File: config.mk
export PLATFORM = sky130hd
export DESIGN_NAME = ram_stream_reader
export DESIGN_NICKNAME = d
export VERILOG_FILES = /design/src/rtl/ram_stream_reader.sv
export SDC_FILE = /design/constraint.sdc
export NUM_CORES = 1
export LEC_CHECK = 0
export BUFFER_PORTS_ARGS = -buffer_cell sky130_fd_sc_hd__buf_2
export CORE_ASPECT_RATIO = 1.25
export CORE_UTILIZATION = 59
export CTS_CLUSTER_SIZE = 12
export DETAILED_ROUTE_END_ITERATION = 10
export PLACE_DENSITY = 0.84
export SLEW_MARGIN = 10
export SYNTH_ARGS = -nofsm -noshare
export SYNTH_HDL_FRONTEND = slang
export SYNTH_SLANG_ARGS = --single-unit
export TNS_END_PERCENT = 100
File: constraint.sdc
create_clock -name clk -period 8.15 [get_ports clk]
set_clock_uncertainty 0.15 [all_clocks]
set_input_delay 0.815 -clock clk [delete_from_list [all_inputs] [get_ports clk]]
set_output_delay 0.815 -clock clk [all_outputs]
set_load 0.01 [all_outputs]
File: src/rtl/ram_stream_reader.sv
// Burst reader: streams `length` words from a synchronous-read RAM, starting at start_addr,
// through a 2-entry skid FIFO onto a valid/ready stream.
module ram_stream_reader #(
  parameter int unsigned WIDTH = 8,
  parameter int unsigned DEPTH = 16,
  localparam int unsigned AW   = $clog2(DEPTH)
) (
  input  logic             clk,
  input  logic             rst,
  input  logic             start,
  input  logic [AW-1:0]    start_addr,
  input  logic [AW:0]      length,
  output logic             busy,
  output logic             done,
  output logic [AW-1:0]    ram_addr,
  output logic             ram_wr_en,
  input  logic [WIDTH-1:0] ram_dout,
  output logic [WIDTH-1:0] m_data,
  output logic             m_valid,
  input  logic             m_ready
);

  typedef enum logic [1:0] {StIdle, StRead, StDrain, StDone} state_e;

  state_e          state_q;
  logic [AW-1:0]   addr_q;
  logic [AW:0]     issue_left_q;
  logic [AW:0]     beats_left_q;
  logic            inflight_q;
  logic [1:0]      count_q;
  logic [WIDTH-1:0] head_q;
  logic [WIDTH-1:0] tail_q;
  logic            busy_q;
  logic            done_q;

  logic            pop;
  logic            issue;
  logic [2:0]      occ;
  logic [AW-1:0]   addr_next;

  assign ram_addr  = addr_q;
  assign ram_wr_en = 1'b0;
  assign m_data    = head_q;
  assign m_valid   = (count_q != 2'd0);
  assign busy      = busy_q;
  assign done      = done_q;

  always_comb begin
    pop = m_valid && m_ready;
    // Occupancy after this cycle's pop; keeps in-flight plus buffered words at most 2.
    occ = {1'b0, count_q} + {2'b00, inflight_q} - {2'b00, pop};
    issue = (state_q == StRead) && (occ < 3'd2);
    if (addr_q == AW'(DEPTH - 1)) begin
      addr_next = '0;
    end else begin
      addr_next = addr_q + 1'b1;
    end
  end

  always_ff @(posedge clk) begin
    if (rst) begin
      state_q      <= StIdle;
      addr_q       <= '0;
      issue_left_q <= '0;
      beats_left_q <= '0;
      inflight_q   <= 1'b0;
      count_q      <= 2'd0;
      head_q       <= '0;
      tail_q       <= '0;
      busy_q       <= 1'b0;
      done_q       <= 1'b0;
    end else begin
      inflight_q <= issue;

      // Capture the word read last cycle; head_q is always the word on m_data.
      unique case ({inflight_q, pop})
        2'b10: begin
          if (count_q == 2'd0) begin
            head_q <= ram_dout;
          end else begin
            tail_q <= ram_dout;
          end
          count_q <= count_q + 2'd1;
        end
        2'b01: begin
          if (count_q == 2'd2) begin
            head_q <= tail_q;
          end
          count_q <= count_q - 2'd1;
        end
        2'b11: begin
          if (count_q == 2'd1) begin
            head_q <= ram_dout;
          end else begin
            head_q <= tail_q;
            tail_q <= ram_dout;
          end
        end
        default: ;
      endcase

      if (issue) begin
        addr_q       <= addr_next;
        issue_left_q <= issue_left_q - 1'b1;
      end
      if (pop) begin
        beats_left_q <= beats_left_q - 1'b1;
      end

      done_q <= 1'b0;
      unique case (state_q)
        StIdle: begin
          if (start) begin
            busy_q <= 1'b1;
            if (length == '0) begin
              state_q <= StDone;
              done_q  <= 1'b1;
            end else begin
              state_q      <= StRead;
              addr_q       <= start_addr;
              issue_left_q <= length;
              beats_left_q <= length;
            end
          end
        end
        StRead: begin
          if (issue && (issue_left_q == (AW+1)'(1))) begin
            state_q <= StDrain;
          end
        end
        StDrain: begin
          if (pop && (beats_left_q == (AW+1)'(1))) begin
            state_q <= StDone;
            done_q  <= 1'b1;
          end
        end
        StDone: begin
          state_q <= StIdle;
          busy_q  <= 1'b0;
        end
      endcase
    end
  end

endmodule
==> metrics.csv <==
metric,value,unit
DRT iter0 DRCs,67,
critical path data arrival time,3330,ps
fin crit share,40.12,%
Syn-to-layout area delta,14.36,%
Longest Clk Path Bufs,2,
Post-Syn Area,2038,um^2
synth warn,0,
Post-Place Worst Slack,4815,ps
hold-fix buffers at CTS,0,
initial antenna violation count,0,
CTS H-tree depth,2,
sequential area share after synthesis,36.34,%
post-CTS setup buffers,0,
n_diodes,0,
synthesized flop and latch total,37,
CP Class,reg -> reg,
Layout fillers,271,
nets@finish,296,
I/O Pins,37,
max-slew violations,0,
Rows,23,
Cell variety after synth,46,
First-pass DRT Iterations,6,
routability cong.,0.7737,
CP Launch Type,flop,
CP max stage delay,460,ps
fin area,2331,um^2
worst-path cell chain,inv_1 -> ha_1 -> nand2b_1 -> nor2_1 -> o21ai_0 -> fa_1 -> xnor2_1 -> nand3_1 -> or3_1 -> a311oi_1,
die span in x,54.57,um
drt drc,0,
kind of end point of the critical path,flop,
max cap viols,0,
unrepaired setup endpoints after global routing,no,
die height,67.72,um
clock sink count,37,
fin worst setup slack,4880,ps
CTS tree,built,
combinational share of power,46.4,%
Max rail drop VDD,0.2467,mV
Max Fanout on Critical Path,7,
min Tclk post-route,3270,ps
WL final,3917,um
Worst EP required,8210,ps
outcome,"finished, final reports clean",
LEAKAGE,0.9633,nW
port buffer count,35,
largest net degree at the start of global routing,39,
final setup TNS,0,ps
syn_nets,263,
"commonest non-fill, non-tap cell in the layout",dfxtp_1,
switch share,39.91,%
Worst path slowest cell,xnor2_1,
hold slack,333.0,ps
post-DP HPWL,2771,um
Sw Pwr,0.3370,mW
Die ar.,3695,um^2
final setup violation count,0,
Area after DPL,2215,um^2
Clock transition at path regs,70,ps
clk root buf,clkbuf_8,
post-DR vias/cell,5.594,
Clk network pwr share,19.5,%
post-cts sizing count,0,
Total Power,0.8444,mW
number of synthesized flops with an enable pin,0,
total power divided by cell area,362.2,nW/um^2
Worst slew margin,54.96,%
asr flop ratio synth,0,%
GRT Overall Usage,23.73,%
wire per inst,13.14,um
Core Region,3252,um^2
Slew @ Worst Pin,675.7,ps
sequential share of power,34.1,%
most frequent cells in the layout,"dfxtp_1 (37), buf_2 (35), nor2_1 (33)",
worst-skew pair later-pin latency,290,ps
ANT nets after route,0,
total number of vias,1667,
Internal,0.5074,mW
fmax,305.8,MHz
first-pass GRT wire length,6258,um
layout cells sized above 1,20.69,%
total CTS buffers,5,
"Hold Vio Cnt, Final",0,
total gr overflow,0,
"Avg Cell Area, Syn",8.979,um^2
Initial Util,62.68,%
vias in the first global route,1497,
Mapped Cells,227,
ys flop type,dfxtp_1,
worst hold path type,reg -> reg,
cells in the mapped netlist (all sizes together) (2+ instances only):
| master | number | share of area [%] |
|---|---|---|
| dfxtp | 37 | 36 |
| nor2 | 33 | 6.1 |
| ha | 14 | 8.6 |
| inv | 14 | 2.6 |
| a211oi | 13 | 5.4 |
| a21oi | 13 | 3.4 |
| nand2 | 12 | 2.2 |
| mux2i | 11 | 5.6 |
| a22oi | 8 | 2.9 |
| o21ai | 7 | 2.3 |
| nand3 | 6 | 1.7 |
| xor2 | 6 | 2.6 |
| clkbuf | 5 | 0.92 |
| nand2b | 5 | 1.5 |
| nor3 | 5 | 1.2 |
| buf | 4 | 1.3 |
| xnor2 | 4 | 1.7 |
| nand3b | 3 | 1.1 |
| o22ai | 3 | 0.92 |
| and2 | 2 | 0.61 |
| nor2b | 2 | 0.61 |
| o211ai | 2 | 0.74 |
| or4b | 2 | 1.4 |
power by group through the flow:
stage | sequential [mW] | clock (mW) | combinational [mW]
floorplan | 0.297 | 0 | 0.296
global route | 0.297 | 0.173 | 0.442
detailed placement | 0.291 | 0 | 0.390
CTS | 0.288 | 0.166 | 0.394
global placement | 0.290 | 0 | 0.382
finish | 0.288 | 0.165 | 0.392
registers in the layout, summed over array words and instances, names as in the netlist:
name,cells
state_q,2
issue_left_q,5
beats_left_q,5
tail_q,8
inflight_q,1
busy,1
done,1
ram_addr,4
m_data,8
count_q,2
area by class of cell:
class / instances / area [um^2] / area share (%)
Multi-Input combinational cell: 167 / 1200 / 51.48
Inverter: 14 / 52.55 / 2.254
Clock buffer: 7 / 86.33 / 3.704
Clock inverter: 1 / 30.03 / 1.288
Tap cell: 37 / 46.29 / 1.986
Timing Repair Buffer: 35 / 175.2 / 7.515
Sequential cell: 37 / 740.7 / 31.78
metrics by stage:
step           utilization [%]  std cells
6_report                 71.68        298
2_1_floorplan                -        227
3_5_place_dp             68.10        290
5_1_grt                  71.68        298
4_1_cts                  71.68        298
3_3_place_gp             68.10        290
kinds of logic (layout without fill, tap and decap cells):
group / Yosys count / count (layout) / synth area share (%)
other cells: 1 / 1 / 0.1840
mux: 11 / 11 / 5.586
fa+ha+maj: 15 / 15 / 9.577
xor+xnor: 10 / 10 / 4.297
buf+inv: 23 / 57 / 4.788
compound gates: 56 / 56 / 21.06
simple gates: 74 / 74 / 18.17
flops: 37 / 37 / 36.34
layer usage:
layer / vias up / wire [um] / global-route usage (%)
met5: - / 0 / 0
met4: 0 / 61 / 8.654
met3: 6 / 140 / 6.757
li1: 860 / - / -
met2: 34 / 2028 / 43.45
met1: 767 / 1687 / 24.73
path summary, 6_finish.rpt:
kind	from	endpoint	slack, ps	cells past startpoint
max	count_q[1]	ram_addr[3]	4880	10
min	busy	busy	330	2
max reg2reg	count_q[1]	ram_addr[3]	4880	10
min reg2reg	busy	busy	330	2
critical path, delay by kind of cell (launching register included):
kind | cells | cell delay, ps
and+or+nand+nor | 4 | 930
adders and majority gates | 2 | 700
xor gates and xnor gates | 1 | 460
DFF | 1 | 440
AOI/OAI and AO/OA | 2 | 390
buffers and inverters | 1 | 110
Power figures use the tool's default switching activity.
